[config.mk]
export PLATFORM = sky130hd
export DESIGN_NAME = serial_adder
export DESIGN_NICKNAME = d
export VERILOG_FILES = /design/src/rtl/serial_adder.sv
export SDC_FILE = /design/constraint.sdc
export NUM_CORES = 1
export LEC_CHECK = 0
export CAP_MARGIN = 20
export CORE_MARGIN = 2
export CORE_UTILIZATION = 26
export CTS_CLUSTER_DIAMETER = 40
export DETAILED_ROUTE_END_ITERATION = 12
export GPL_ROUTABILITY_DRIVEN = 0
export PLACE_DENSITY = 0.46
export SLEW_MARGIN = 0
export SYNTH_ARGS = -nofsm -noshare
export SYNTH_HDL_FRONTEND = slang
export SYNTH_SLANG_ARGS = --single-unit
[constraint.sdc]
create_clock -name clk_i -period 2.4 [get_ports clk_i]
set_input_delay 0.72 -clock clk_i [delete_from_list [all_inputs] [get_ports clk_i]]
set_output_delay 0.72 -clock clk_i [all_outputs]
set_load 0.03 [all_outputs]
[src/rtl/serial_adder.sv]
// Bit-serial adder: two WIDTH-bit operands added LSB first, one bit per clock,
// with valid/ready handshakes on both sides. Define SERIAL_ADDER_OVF_EN to add overflow_o.

module half_adder (
    input  logic a_i,
    input  logic b_i,
    output logic s_o,
    output logic c_o
);
    assign s_o = a_i ^ b_i;
    assign c_o = a_i & b_i;
endmodule

module serial_adder #(
    parameter int WIDTH = 8
) (
    input  logic             clk_i,
    input  logic             rst_i,
    input  logic [WIDTH-1:0] a_i,
    input  logic [WIDTH-1:0] b_i,
    input  logic             cin_i,
    input  logic             valid_i,
    output logic             ready_o,
    output logic [WIDTH-1:0] sum_o,
    output logic             cout_o,
    output logic             valid_o,
    input  logic             ready_i
`ifdef SERIAL_ADDER_OVF_EN
    ,
    output logic             overflow_o
`endif
);
    localparam int CW = $clog2(WIDTH);
    localparam logic [CW-1:0] LAST_BIT = CW'(WIDTH - 1);

    typedef enum logic [1:0] {
        IDLE = 2'd0,
        RUN  = 2'd1,
        DONE = 2'd2
    } state_t;

    state_t           state_r;
    logic [WIDTH-1:0] a_sh_r;
    logic [WIDTH-1:0] b_sh_r;
    logic [WIDTH-2:0] sum_sh_r;
    logic             carry_r;
    logic [CW-1:0]    cnt_r;

    logic             hs_s;
    logic             hc_s;
    logic             bit_sum_s;
    logic             bit_carry_s;
    logic             carry_nxt_s;
    logic [WIDTH-1:0] sum_nxt_s;

    // Full-adder slice: two half adders, OR merges their carries.
    half_adder u_ha0 (
        .a_i (a_sh_r[0]),
        .b_i (b_sh_r[0]),
        .s_o (hs_s),
        .c_o (hc_s)
    );

    half_adder u_ha1 (
        .a_i (hs_s),
        .b_i (carry_r),
        .s_o (bit_sum_s),
        .c_o (bit_carry_s)
    );

    assign carry_nxt_s = hc_s | bit_carry_s;
    // Bit 0 of the next sum image only ever feeds sum_o, so the register keeps WIDTH-1 bits.
    assign sum_nxt_s   = {bit_sum_s, sum_sh_r};

    // Control FSM, datapath shift registers and registered result outputs.
    always_ff @(posedge clk_i) begin
        if (rst_i) begin
            state_r    <= IDLE;
            ready_o    <= 1'b1;
            valid_o    <= 1'b0;
            sum_o      <= '0;
            cout_o     <= 1'b0;
            a_sh_r     <= '0;
            b_sh_r     <= '0;
            sum_sh_r   <= '0;
            carry_r    <= 1'b0;
            cnt_r      <= '0;
`ifdef SERIAL_ADDER_OVF_EN
            overflow_o <= 1'b0;
`endif
        end else begin
            case (state_r)
                IDLE: begin
                    if (valid_i) begin
                        a_sh_r  <= a_i;
                        b_sh_r  <= b_i;
                        carry_r <= cin_i;
                        cnt_r   <= '0;
                        ready_o <= 1'b0;
                        state_r <= RUN;
                    end else begin
                        ready_o <= 1'b1;
                    end
                end
                RUN: begin
                    a_sh_r   <= {1'b0, a_sh_r[WIDTH-1:1]};
                    b_sh_r   <= {1'b0, b_sh_r[WIDTH-1:1]};
                    sum_sh_r <= sum_nxt_s[WIDTH-1:1];
                    carry_r  <= carry_nxt_s;
                    cnt_r    <= cnt_r + CW'(1);
                    if (cnt_r == LAST_BIT) begin
                        sum_o      <= sum_nxt_s;
                        cout_o     <= carry_nxt_s;
                        valid_o    <= 1'b1;
                        state_r    <= DONE;
`ifdef SERIAL_ADDER_OVF_EN
                        // carry_r is the carry into the MSB during the last bit.
                        overflow_o <= carry_r ^ carry_nxt_s;
`endif
                    end else begin
                        state_r <= RUN;
                    end
                end
                DONE: begin
                    if (ready_i) begin
                        valid_o <= 1'b0;
                        ready_o <= 1'b1;
                        state_r <= IDLE;
                    end else begin
                        state_r <= DONE;
                    end
                end
                default: begin
                    state_r <= IDLE;
                    ready_o <= 1'b1;
                    valid_o <= 1'b0;
                end
            endcase
        end
    end
endmodule

==> results of run 1 <==
## cells in the final DEF, fill, tap and decap left out
cell,instances
sky130_fd_sc_hd__nor2b_1,1
sky130_fd_sc_hd__clkinv_2,1
sky130_fd_sc_hd__nor3_1,1
sky130_fd_sc_hd__nor2_1,5
sky130_fd_sc_hd__clkinvlp_4,1
sky130_fd_sc_hd__o21bai_1,1
sky130_fd_sc_hd__a22oi_1,4
sky130_fd_sc_hd__o21ba_4,1
sky130_fd_sc_hd__nand2b_1,1
sky130_fd_sc_hd__fa_1,1
sky130_fd_sc_hd__and3b_1,1
sky130_fd_sc_hd__buf_12,1
sky130_fd_sc_hd__dfxtp_1,40
sky130_fd_sc_hd__buf_2,1
sky130_fd_sc_hd__o31ai_1,1
sky130_fd_sc_hd__ha_1,2
sky130_fd_sc_hd__nor2_2,15
sky130_fd_sc_hd__a211oi_2,15
sky130_fd_sc_hd__bufinv_16,1
sky130_fd_sc_hd__buf_4,4
sky130_fd_sc_hd__clkbuf_8,5
sky130_fd_sc_hd__inv_1,1
sky130_fd_sc_hd__clkdlybuf4s50_1,30
sky130_fd_sc_hd__o21bai_2,1
sky130_fd_sc_hd__nand3b_2,1
sky130_fd_sc_hd__mux2i_1,17
sky130_fd_sc_hd__or3b_1,1
sky130_fd_sc_hd__a21oi_1,19
sky130_fd_sc_hd__nor3b_2,1
sky130_fd_sc_hd__nand2_1,32
sky130_fd_sc_hd__or4b_1,1
## final timing paths
path                           start                      to  slack, ps  cells past startpoint
min            sum_o[0]$_SDFFE_PP0P_   sum_o[0]$_SDFFE_PP0P_        450                      2
max             valid_o$_SDFFE_PP0P_                 valid_o        310                      1
min reg2reg    sum_o[0]$_SDFFE_PP0P_   sum_o[0]$_SDFFE_PP0P_        450                      2
max reg2reg  state_r[0]$_SDFFE_PP0P_  a_sh_r[3]$_SDFFE_PP0P_        820                      4
## per-layer routing
| layer | vias up | share of wire (%) | GRT usage (%) |
|---|---|---|---|
| li1 | 670 | - | - |
| met1 | 587 | 49 | 13.82 |
| met2 | 22 | 46 | 15.82 |
| met3 | 4 | 3.4 | 2.762 |
| met4 | 0 | 1.5 | 3.409 |
| met5 | - | 0 | 0 |
## cell type report
class	count	area, um^2
fill	684	4476
multi-input combinational	122	872.1
sequential	40	800.8
timing repair buffer	36	355.3
tap	80	100.1
clock buffer	5	68.82
clock inverter	3	42.54
inverter	1	3.754
## Yosys cell counts
library cell / number / area, um^2
sky130_fd_sc_hd__or3b_1: 1 / 8.760
sky130_fd_sc_hd__o21bai_1: 1 / 7.510
sky130_fd_sc_hd__clkbuf_1: 2 / 7.510
sky130_fd_sc_hd__buf_1: 1 / 3.750
sky130_fd_sc_hd__nor2_2: 15 / 93.84
sky130_fd_sc_hd__fa_1: 1 / 20.02
sky130_fd_sc_hd__or4b_1: 1 / 10.01
sky130_fd_sc_hd__nor3_1: 1 / 5.000
sky130_fd_sc_hd__buf_6: 2 / 22.52
sky130_fd_sc_hd__inv_1: 1 / 3.750
sky130_fd_sc_hd__nor2_1: 5 / 18.77
sky130_fd_sc_hd__and3b_1: 1 / 8.760
sky130_fd_sc_hd__mux2i_1: 17 / 170.2
sky130_fd_sc_hd__nand2_1: 32 / 120.1
sky130_fd_sc_hd__ha_1: 2 / 25.02
sky130_fd_sc_hd__a211oi_2: 15 / 187.7
sky130_fd_sc_hd__nand3b_2: 1 / 11.26
sky130_fd_sc_hd__buf_2: 4 / 20.02
sky130_fd_sc_hd__nor3b_2: 1 / 12.51
sky130_fd_sc_hd__o31ai_1: 1 / 7.510
sky130_fd_sc_hd__dfxtp_1: 40 / 800.8
sky130_fd_sc_hd__buf_4: 3 / 22.52
sky130_fd_sc_hd__a22oi_1: 4 / 30.03
sky130_fd_sc_hd__o21ba_4: 1 / 16.27
sky130_fd_sc_hd__buf_8: 2 / 30.03
sky130_fd_sc_hd__o21bai_2: 1 / 11.26
sky130_fd_sc_hd__nor2b_1: 1 / 6.260
sky130_fd_sc_hd__a21oi_1: 19 / 95.09
sky130_fd_sc_hd__nand2b_1: 1 / 6.260
## power breakdown
part	internal [uW]	switching, uW	leakage [uW]	total, uW
registers	695	26.4	0.000327	721
logic	93.4	86.3	0.000412	180
clock network	308	241	0.0000541	549
total	1100	354	0.000793	1450
## registers in the layout (all words and copies together), names as in the netlist
| signal | cells |
|---|---|
| cnt_r | 3 |
| valid_o | 1 |
| a_sh_r | 8 |
| ready_o | 1 |
| sum_sh_r | 7 |
| cout_o | 1 |
| state_r | 2 |
| b_sh_r | 8 |
| carry_r | 1 |
| sum_o | 8 |
## cell families after synthesis
| kind of cell | Yosys count | synth area share, % |
|---|---|---|
| AND/OR/NAND/NOR | 60 | 16.91 |
| AO/OA/AOI/OAI | 42 | 19.93 |
| flip-flops | 40 | 44.91 |
| multiplexers | 17 | 9.544 |
| buffers and inverters | 15 | 6.175 |
| adder cells (fa/ha/maj) | 3 | 2.526 |
## per-stage QoR
step,worst slack (ps),util [%]
2_1_floorplan,1004,-
3_3_place_gp,331.5,31.73
3_5_place_dp,313.5,31.73
4_1_cts,303.0,33.39
5_1_grt,277.0,33.39
6_report,309.7,33.39
==> run metrics, run 1 <==
number of warning messages in the yosys log 0; Starting DRT DRC Count 44; class of the most critical hold timing path reg -> reg; count of pins over their slew limit 0; CTS tree done; number of buffers on the longest clock path 2; post-synth net total between 200 and 250; Min Clock Period, post-route between 2000 and 2500 ps; detail-routed net length per standard cell ~12 um; vias per std cell approximately 4.5; slowest library cell on the worst path sky130_fd_sc_hd__clkdlybuf4s50_1; floorplan die width between 80 and 90 um; quantity of hold-fixing buffers added after cts 0; final wirelength about 3.5 mm; total number of clock tree sinks 40; DP Wirelength between 2 and 2.5 mm; critical-path cell list clkdlybuf4s50_1; Slowest Stage Delay on Critical Path slightly below 700 ps; number of standard cells in the final layout excluding fillers between 200 and 300; data arrival time at the worst-slack endpoint around 1400 ps; GR Overflow Total 0; Num CTS Buffers 5; area of all placed cells without fillers 2243 um^2; instance count of the mapped netlist 177; post-route worst hold slack ~450 ps; count of unresolved DRC violations after routing 0; Worst-path clk slew ~80 ps; diode count 0; total power 1450 uW; result of the run completed; largest clock skew in the final design between 6 and 7 ps; buffers inserted during post-CTS setup optimization 0; CP delay by family, top buffers and inverters; maxcap violations 0; Clock Latency Late Sink 290 ps; Area growth, synth to finish 25.82%; Critical Path RT ~1700 ps; Die Ht 86.81 um; worst relative slew slack 57.33%; number of top-level pins 32; kind of start point of the critical path flop; number of distinct library cell variants in the gate-level netlist after synthesis 29; vias post-DR between 1,000 and 1,500; ratio of cells with drive above 1 in the final layout between 20 and 25%; H-tree levels 2; category of the most critical setup path reg -> out; Finish-stage setup viols 0; CTS root buf sky130_fd_sc_hd__clkbuf_8; Lkg Pwr ~0.0008 uW; total power divided by cell area between 600 and 700 nW/um^2; transition time of the tightest slew-check pin around 640 ps; floorplan row count 30; Core Footprint approximately 6700 um^2; area of the die 7536 um^2; Routed Antenna Nets 0; post-place instance area around 2100 um^2; effective utilization at floorplan roughly a quarter; global-route total usage across every layer between 10% and 20%; number of gates resized after cts 0; final hold violation count 0; maximum clock frequency about 480 MHz; period utilisation layout between 80 and 90%; register area share after synthesis roughly 45%; average footprint of a synthesized cell ~10 um^2; number of placed instances with taps included ~280; setup_tns 0 ps; CP endpoint kind primary output; via count of the first global-routing pass between 1,000 and 1,500; unrepaired setup endpoints after global routing false; synthesized cell area roughly 1800 um^2; largest net degree at the start of global routing 32; number of optimization iterations in the first detailed-route pass 4; Seq cells post-synth 40; buffers and inverters on the worst path 1; first-pass GRT wire length between 6 and 7 mm; Final nets 230; largest fanout on the critical path 3; peak supply drop between 0.2 and 0.25 mV; initial antenna violation count 0; number of input and output port buffers inserted 31
Note: power is estimated with default switching activity, not from simulation.
==> inputs of run 2 (changes only) <==
--- a/config.mk
+++ b/config.mk
@@ -7,11 +7,11 @@
 export LEC_CHECK = 0
 export CAP_MARGIN = 20
 export CORE_MARGIN = 2
-export CORE_UTILIZATION = 26
+export CORE_UTILIZATION = 46
 export CTS_CLUSTER_DIAMETER = 40
 export DETAILED_ROUTE_END_ITERATION = 12
 export GPL_ROUTABILITY_DRIVEN = 0
-export PLACE_DENSITY = 0.46
+export PLACE_DENSITY = 0.81
 export SLEW_MARGIN = 0
 export SYNTH_ARGS = -nofsm -noshare
 export SYNTH_HDL_FRONTEND = slang
==> constraint.sdc (replaced) <==
create_clock -name clk_i -period 1.8 [get_ports clk_i]
set_input_delay 0.54 -clock clk_i [delete_from_list [all_inputs] [get_ports clk_i]]
set_output_delay 0.54 -clock clk_i [all_outputs]
set_load 0.03 [all_outputs]
==> run 2 against run 1 <==
  * Register-to-register slack lost 500 ps
  * Global-route usage is 6.1 points higher
  * Clock-buffer cell count rose by 1
  * Critical path depth is the same
  * Sequential share of layout area rose by 0.61 points
  * Die area is 42% lower
  * Flip-flop and latch count is the same
  * Sequential power grew 34%
  * Clock skew hardly changed
  * Combinational power increased by 33%
  * Core utilization rose by 26 points
  * Via count grew 2.5%
  * Largest cell class unchanged
  * Largest power group unchanged
==> run metrics, run 2 (synthesis results as in run 1) <==
setup_tns 0 ps (unchanged); CTS root buf sky130_fd_sc_hd__clkbuf_8 (unchanged); endpoint with the worst hold slack sum_o[6]$_SDFFE_PP0P_ (was sum_o[0]$_SDFFE_PP0P_); buffers inserted during post-CTS setup optimization 0 (unchanged); Routed Antenna Nets 0 (unchanged); Crit Reg-Reg Endpoint b_sh_r[1]$_SDFFE_PP0P_ (was a_sh_r[3]$_SDFFE_PP0P_); ratio of cells with drive above 1 in the final layout 22.97% (was 23.19%); Clock Latency Late Sink 290 ps (about the same); number of placed instances with taps included 249 (was 279); H-tree levels 2 (unchanged); largest fanout on the critical path 3 (unchanged); worst hold path startpoint sum_o[6]$_SDFFE_PP0P_ (was sum_o[0]$_SDFFE_PP0P_); peak supply drop 0.5294 mV (was 0.2154 mV); period utilisation layout 88.74%; number of filler instances in the final layout 340 (was 684); beginning of the worst register-to-register path state_r[0]$_SDFFE_PP0P_ (unchanged); GR Overflow Total 0 (unchanged); effective utilization at floorplan 48.34% (was 26.54%); total number of clock tree sinks 40 (unchanged); initial antenna violation count 0 (unchanged); result of the run completed (unchanged); hold path depth 2 (unchanged); unrepaired setup endpoints after global routing false (unchanged); final wirelength 3.042 mm (was 3.500 mm); number of optimization iterations in the first detailed-route pass 4 (unchanged); vias per std cell 5.117 (was 4.470); Starting DRT DRC Count 46 (was 44); CP Launch Point valid_o$_SDFFE_PP0P_ (unchanged); Area growth, synth to finish 23.72% (was 25.82%); slowest library cell on the worst path sky130_fd_sc_hd__dlygate4sd2_1 (was sky130_fd_sc_hd__clkdlybuf4s50_1); area of the die 4390 um^2 (was 7536 um^2); floorplan row count 22 (was 30); number of standard cells in the final layout excluding fillers 257 (was 287); via count of the first global-routing pass 1,242 (was 1,258); category of the most critical setup path reg -> out (unchanged); maxcap violations 0 (unchanged); number of input and output port buffers inserted 31 (unchanged); number of buffers on the longest clock path 2 (unchanged); top flop regs a_sh_r x8, b_sh_r x8, sum_o x8 (unchanged); global-route total usage across every layer 16.35% (was 10.25%); most used cells in the layout excluding fill and tap cells sky130_fd_sc_hd__dfxtp_1, sky130_fd_sc_hd__nand2_1, sky130_fd_sc_hd__clkdlybuf4s50_1, sky130_fd_sc_hd__a21oi_1, sky130_fd_sc_hd__mux2i_1 (unchanged); number of top-level pins 32 (unchanged); kind of start point of the critical path flop (unchanged); final hold violation count 0 (unchanged); Lkg Pwr 0.0008513 uW (was 0.0007933 uW); Min Clock Period, post-route ~1600 ps; quantity of hold-fixing buffers added after cts 0 (unchanged); Die Ht 66.26 um (was 86.81 um); maximum clock frequency between 600 and 700 MHz; Num CTS Buffers 5 (unchanged); CP endpoint kind primary output (unchanged); post-route worst hold slack 455.2 ps (was 454.5 ps); floorplan die width 66.26 um (was 86.81 um); DP Wirelength 2.178 mm (was 2.424 mm); buffers and inverters on the worst path 1 (unchanged); Setup WS post-layout 202.7 ps (was 309.7 ps); worst setup timing slack at the placement stage 32.53 ps (was 313.5 ps); commonest non-fill, non-tap cell in the layout sky130_fd_sc_hd__dfxtp_1 (unchanged); worst relative slew slack 63.23% (was 57.33%); Critical Path RT 1260 ps (was 1680 ps); Slowest Stage Delay on Critical Path 410 ps (was 690 ps); transition time of the tightest slew-check pin 550.8 ps (was 640.1 ps); number of cells on the worst reg-to-reg path 3 (was 4); R2R Setup Slk 320 ps (was 820 ps); count of unresolved DRC violations after routing 0 (unchanged); Finish-stage setup viols 0 (unchanged); class of the most critical hold timing path reg -> reg (unchanged); detail-routed net length per standard cell 11.84 um (was 12.20 um); Final nets 232 (was 230); Core Footprint 3689 um^2 (was 6719 um^2); largest clock skew in the final design 6.230 ps (was 6.406 ps); total power divided by cell area 863.4 nW/um^2 (was 646.3 nW/um^2); final core utilization 59.80% (was 33.39%); diode count 0 (unchanged); Worst-path clk slew 70 ps (was 80 ps); data arrival time at the worst-slack endpoint 1060 ps (was 1370 ps); first-pass GRT wire length 5.333 mm (was 6.078 mm); CTS tree done (unchanged); CP delay by family, top buffers and inverters (unchanged); largest net degree at the start of global routing 23 (was 32); vias post-DR 1,315 (was 1,283); count of pins over their slew limit 0 (unchanged); critical-path cell list dlygate4sd2_1 (was clkdlybuf4s50_1)
run 2: cell types whose count changed in the layout (fill, tap and decap cells not counted), sizes merged:
cell	before	now
buf	6	7
clkbuf	5	6
clkdlybuf4s50	30	20
clkinvlp	1	0
dlygate4sd2	0	11
run 2: worst max-delay path by stage:
| stage | endpoint | slack [ps] | cells past startpoint |
|---|---|---|---|
| after CTS | valid_o | 180 | 1 |
| final | valid_o | 200 | 1 |
| after floorplan | sum_o[2]$_SDFFE_PP0P_ | 520 | 6 |
| after global routing | valid_o | 140 | 1 |
| after global placement | b_sh_r[1]$_SDFFE_PP0P_ | 60 | 5 |
| after detailed placement | b_sh_r[2]$_SDFFE_PP0P_ | 30 | 5 |
run 2: cell type report:
cell class,count,area [um^2],share of cell area (%)
sequential,40,800.8,36.30
multi-input combinational,122,872.1,39.53
clock inverter,2,35.03,1.588
inverter,1,3.754,0.1702
timing repair buffer,38,361.6,16.39
tap,48,60.06,2.723
clock buffer,6,72.57,3.290
run 2: what timing repair did:
action                                  CTS  global route
endpoints found under the setup margin   11             0
hold endpoints to repair                  0             0
resized for setup                        11             0
run 2: through the flow:
step	power (uW)	cell area [um^2]
after floorplan	1152	1783
after global placement	1222	2112
after detailed placement	1227	2112
after CTS	1934	2206
after global routing	1998	2206
final	1905	2206
run 2: power breakdown:
group,switching [uW],internal (uW),total (uW)
Clock,291,411,702
Combinational,112,128,240
Sequential,36.3,927,963
Total,439,1470,1900
run 2: metal layers:
layer	part of all wire [%]	vias up	GRT usage, %
met5	0	-	0
met4	1.1	0	6.122
met3	3.6	4	5.622
met2	48	22	26.38
met1	47	613	20.00
li1	-	676	-
==> patch 1, RTL diff (settings of run 2) <==
Set the parameter `WIDTH` to 16 (it was 8).
--- a/src/rtl/serial_adder.sv
+++ b/src/rtl/serial_adder.sv
@@ -13,5 +13,5 @@
 
 module serial_adder #(
-    parameter int WIDTH = 8
+    parameter int WIDTH = 16
 ) (
     input  logic             clk_i,
Ports: changed (resized a_i, b_i and sum_o); port bits go from 32 to 56. The function was not compared with the original's and may differ.
==> patch 1 against run 2 <==
Synthesized area is 66% higher; count of clock-buffer cells in the layout is 6 higher; clock skew is 5.4 ps higher; setup slack worse by 25 ps; total power is 81% higher; critical path depth stayed put; global-route usage is 2.6 points higher; critical path type unchanged; design area is 72% higher; sequential cell count is 33 higher; wire length is 110% higher; die area is 62% higher.
==> patch 1: results (changes against run 2) <==
crit path to cout_o; top post-synthesis cells by count 97 x nand2_1, 73 x dfxtp_1, 70 x a21oi_1; DR iter-0 viols 112 (+140%); # diodes 0 (unchanged); period utilisation layout 0.901 (+0.0139); clk root buf clkbuf_8; Compound-Gate Fraction of Synth Area 0.211 (+0.0113); part of the Yosys area used for sequential elements 0.494 (+0.0447); share of cells above drive strength 1 0.0821 (-0.148); largest net degree at the start of global routing 38 (+65%); maximum vdd drop 0.501 mV (-5.4%); mux cell area share after synthesis 0.0575 (-0.0379); Skew-Pair Late Insertion Delay 350 ps (+60 ps); clock slew at reported path FFs 70 ps (about the same); status finished clean; Post-Synth Adder-Cell Area 0.0110 (-0.0143); Avg WL per Cell 13.3 µm (+12%); Mapped Nets 399 (+99%); hold path depth 2 (unchanged); worst min path class reg2reg; ys flop type dfxtp_1; Slew Limit Headroom 0.745 (+0.113); number of I/O port buffers 55 (+77%); TritonCTS Buffers 9 (+4); H-tree Lvls 3 (+1); dpl ws -53.7 ps (-86.2 ps); seq pwr 1.73 mW (+80%); Worst Skew 11.6 ps (+5.36 ps); Detailed Route WL 6.54 mm (+110%); Layout Nets 448 (+93%); hpwl dp 4.37 mm (+100%); clk buf depth 2 (unchanged); placed cell count 475 (+91%); Leakage 1.49 nW (+75%); CP arrival 1080 ps (+20 ps); XOR/XNOR Fraction of Synth Area 0 (unchanged); critical path launch point cout_o$_SDFFE_PP0P_; area post-placement 0.00361 mm² (+71%); CP delay by family, top buffers and inverters; Slowest cell on crit path dlygate4sd2_1; unique cell type count in the Yosys netlist 32 (+10%); Power Total 3.45 mW (+81%); Post-CTS Setup Repair Bufs 0 (unchanged); remaining routing DRC violations 0 (unchanged); reg-to-reg endpoint sum_o[10]$_SDFFE_PP0P_; FILL cells 575 (+69%); Largest regs a_sh_r x16, b_sh_r x16, sum_o x16; sw power 855 µW (+95%); Vias/cell 5.29 (+3.4%); Clock power frac 0.385 (+0.017); worst-path fanout max 2 (-1); Area contributors post-synth dfxtp_1 49%, nand2_1 12%, a21oi_1 12%, mux2i_1 5.8%, o21ai_0 4.4%; reg2reg setup slack 200 ps (-120 ps); aggregate global-route resource usage 0.189 (+0.0260); DRT Pass-1 Iters 5 (+1); vias in the first global route 2498 (+100%); Hold Path Origin sum_o[0]$_SDFFE_PP0P_; Syn Inst Count 360 (+100%); first-pass GRT wire length 10.9 mm (+100%)
patch 1: cell count changes in the layout (fill, tap and decap cells not counted), sizes merged, moves of 6 or more:
cell           change
dfxtp             +33
nand2             +65
clkbuf             +6
a21oi             +51
o21ai             +26
buf                +6
clkdlybuf4s50     +16
a211oi             -6
dlygate4sd2        +8
nor2               -8
patch 1: worst min path at each step:
| stage | to | slack (ps) |
|---|---|---|
| after global placement | sum_o[3]$_SDFFE_PP0P_ | 440 |
| after floorplan | sum_sh_r[0]$_SDFFE_PP0N_ | 440 |
| final | sum_o[0]$_SDFFE_PP0P_ | 460 |
| after detailed placement | sum_o[3]$_SDFFE_PP0P_ | 450 |
| after CTS | sum_o[3]$_SDFFE_PP0P_ | 460 |
| after global routing | sum_o[5]$_SDFFE_PP0P_ | 480 |
patch 1: metal layers:
metal | global-route usage | share of wire | vias to the layer above
li1 | - | - | 1324
met1 | 0.224 | 0.45 | 1189
met2 | 0.328 | 0.48 | 72
met3 | 0.0354 | 0.046 | 12
met4 | 0.0953 | 0.019 | 0
met5 | 0 | 0 | -
patch 1: final cells by class:
type,count,area [µm²],share of cell area
repair buffers,68,687,0.181
clock buffers,12,155,0.0409
inverters,2,7.51,0.00198
well taps,77,96.3,0.0254
flip-flops and latches,73,1460,0.385
clock inverters,4,51.3,0.0135
multi-input cells,255,1340,0.352
patch 1: cell families (layout without fill, tap and decap cells):
kind of cell	count (synthesis)	after routing
AOI/OAI and AO/OA	114	114
muxes	17	17
DFF	73	73
buffers and inverters	32	86
and+or+nand+nor	122	122
adders and majority gates	2	2
patch 1: timing repair:
| item | 4_1_cts | 5_1_grt |
|---|---|---|
| endpoints found under the hold margin | 0 | 0 |
| gates resized for setup | 19 | 0 |
| endpoints found under the setup margin | 19 | 0 |
==> patch 2, RTL diff (config.mk and constraints of run 2) <==
Made on the original files. Reset style: asynchronous (`rst_i`), changed in one clocked block.
--- a/src/rtl/serial_adder.sv
+++ b/src/rtl/serial_adder.sv
@@ -74,5 +74,5 @@
 
     // Control FSM, datapath shift registers and registered result outputs.
-    always_ff @(posedge clk_i) begin
+    always_ff @(posedge clk_i or posedge rst_i) begin
         if (rst_i) begin
             state_r    <= IDLE;
Check against the original RTL: differs if rst_i is asserted again (counterexample within 4 cycles, from zero or initial values and one cycle with rst_i high); with rst_i held inactive, the same outputs for 10 cycles.
==> patch 2 against run 2 <==
Setup slack got worse by 140 ps; clock skew is 0.89 ps higher; synthesized area up 5.1%; sequential share of layout area up 5.6 points; count of clock-buffer cells in the layout up 1; sequential cell count is the same; design area is 8.5% higher; die area grew 4.7%; non-clock buffer count grew 3; first-iteration DRC count increased by 57%; wire length grew 19%; final cell count is 5.4% lower; critical endpoint is now ready_o; largest cell class is now registers.
Power is not compared: it rests on default switching activity, and its combinational part moved more than twofold at a synthesized area within 25%.
==> patch 2: results (changes against run 2) <==
Skew-Pair Late Insertion Delay 290 ps (about the same); share of cells above drive strength 1 0.197 (-0.0328); Slowest cell on crit path dfstp_2; worst-path fanout max 3 (unchanged); WHS Endpoint cout_o$_DFFE_PP0P_; clock slew at reported path FFs 80 ps; Area contributors post-synth dfrtp_1 52%, mux2_2 10%, nor3b_1 6.0%, a221oi_1 5.1%, nor2b_1 4.7%; routed via count 1291 (-1.8%); sw power 1.43 mW; Mapped Nets 179 (-11%); Avg WL per Cell 15.0 µm (+26%); Tightest Pin Transition 860 ps (+309 ps); worst r2r path cells 2 (-1); syn_area_per_cell 12.1 µm² (+20%); hpwl dp 2.58 mm (+19%); unique cell type count in the Yosys netlist 29 (unchanged); reg2reg setup slack 200 ps (-120 ps); max incr delay on CP 540 ps (+130 ps); top post-synthesis cells by count 39 x dfrtp_1, 19 x inv_1, 17 x mux2_2; DRT Pass-1 Iters 4 (unchanged); hold path depth 1 (-1); DR iter-0 viols 72 (+57%); synth warn 0 (unchanged); reg-to-reg endpoint a_sh_r[6]$_DFFE_PP0P_; clk buf depth 2 (unchanged); reg2reg start state_r[1]$_DFFE_PP0P_; Worst Skew 7.12 ps (+0.889 ps); largest net degree at the start of global routing 41 (+78%); Layout Nets 216 (-6.9%); part of the Yosys area used for sequential elements 0.535 (+0.0859); clk root buf clkbuf_8; aggregate global-route resource usage 0.180 (+0.0167); placed cell count 235 (-5.6%); TritonCTS Buffers 5 (unchanged); Post-synth ARST share 1.00 (+1.00); number of I/O port buffers 31 (unchanged); Largest regs a_sh_r x8, b_sh_r x8, sum_o x8; final antenna-violating net count 0 (unchanged); CP delay by family, top flip-flops; H-tree Lvls 2 (unchanged); status finished clean; Vias/cell 5.31 (+3.8%); Hold Path Origin cout_o$_DFFE_PP0P_; first-pass GRT wire length 5.97 mm (+12%)
[patch 2: cell count changes after synthesis, sizes merged, moves of 3 or more]
cell and delta:
dfxtp -40, dfrtp +39, nand2 -32, inv +18
nor2 -18, a21oi -17, mux2 +17, mux2i -17
nor2b +14, nor3b +14, a211oi -13, a221oi +11
a22oi -4, buf -3
[patch 2: how the worst max path moves through the flow]
stage	startpoint	end	depth (start not counted)
after floorplan	rst_i	a_sh_r[0]$_DFFE_PP0P_	1
after global placement	valid_i	b_sh_r[3]$_DFFE_PP0P_	4
after detailed placement	valid_i	b_sh_r[5]$_DFFE_PP0P_	4
after CTS	ready_o$_DFFE_PP1P_	ready_o	1
after global routing	ready_o$_DFFE_PP1P_	ready_o	1
final	ready_o$_DFFE_PP1P_	ready_o	1
[patch 2: power by group through the flow]
stage / registers, mW / clock network (mW) / logic (mW)
2_1_floorplan: 1.77 / 0 / 1.07
3_3_place_gp: 1.59 / 0 / 1.70
3_5_place_dp: 1.63 / 0 / 1.80
4_1_cts: 1.62 / 0.812 / 1.72
5_1_grt: 1.66 / 0.852 / 1.88
6_report: 1.61 / 0.796 / 1.70
[patch 2: cell type report]
cell class / instances / area [µm²]
Clock inverter: 1 / 30.0
Timing Repair Buffer: 41 / 398
Inverter: 19 / 71.3
Tap cell: 50 / 62.6
Sequential cell: 40 / 1000
Clock buffer: 7 / 96.3
Fill cell: 329 / 1580
Multi-Input combinational cell: 85 / 732
[patch 2: cells by family (layout without fill, tap and decap cells)]
kind of cell,count (synthesis),count (layout),synth area share
and+or+nand+nor,39,39,0.145
AOI/OAI and AO/OA,26,26,0.120
muxes,17,17,0.102
buffers and inverters,30,68,0.0742
adders and majority gates,3,3,0.0240
DFF,40,40,0.535
[patch 2: repair_timing]
item                                    4_1_cts  5_1_grt
resized for setup                            11        1
endpoints found under the setup margin       11        1
hold endpoints to repair                      0        0
[patch 2: routing by layer]
metal,part of all wire,track usage
met2,0.51,0.309
met4,0.023,0.0900
met1,0.43,0.217
met3,0.038,0.0345
met5,0,0
[patch 2: metrics by stage]
| stage | instance area, µm² | hold WS [ps] | setup WS, ps | util | TNS (ps) |
|---|---|---|---|---|---|
| 6_report | 2390 | 505 | 64.9 | 0.602 | 0 |
| 5_1_grt | 2390 | 524 | 30.2 | 0.602 | 0 |
| 4_1_cts | 2390 | 508 | 18.9 | 0.602 | 0 |
| 3_5_place_dp | 2280 | 497 | -7.00 | 0.574 | -10.5 |
| 3_3_place_gp | 2280 | 480 | 47.6 | 0.574 | 0 |
| 2_1_floorplan | 1870 | 467 | 344 | - | 0 |
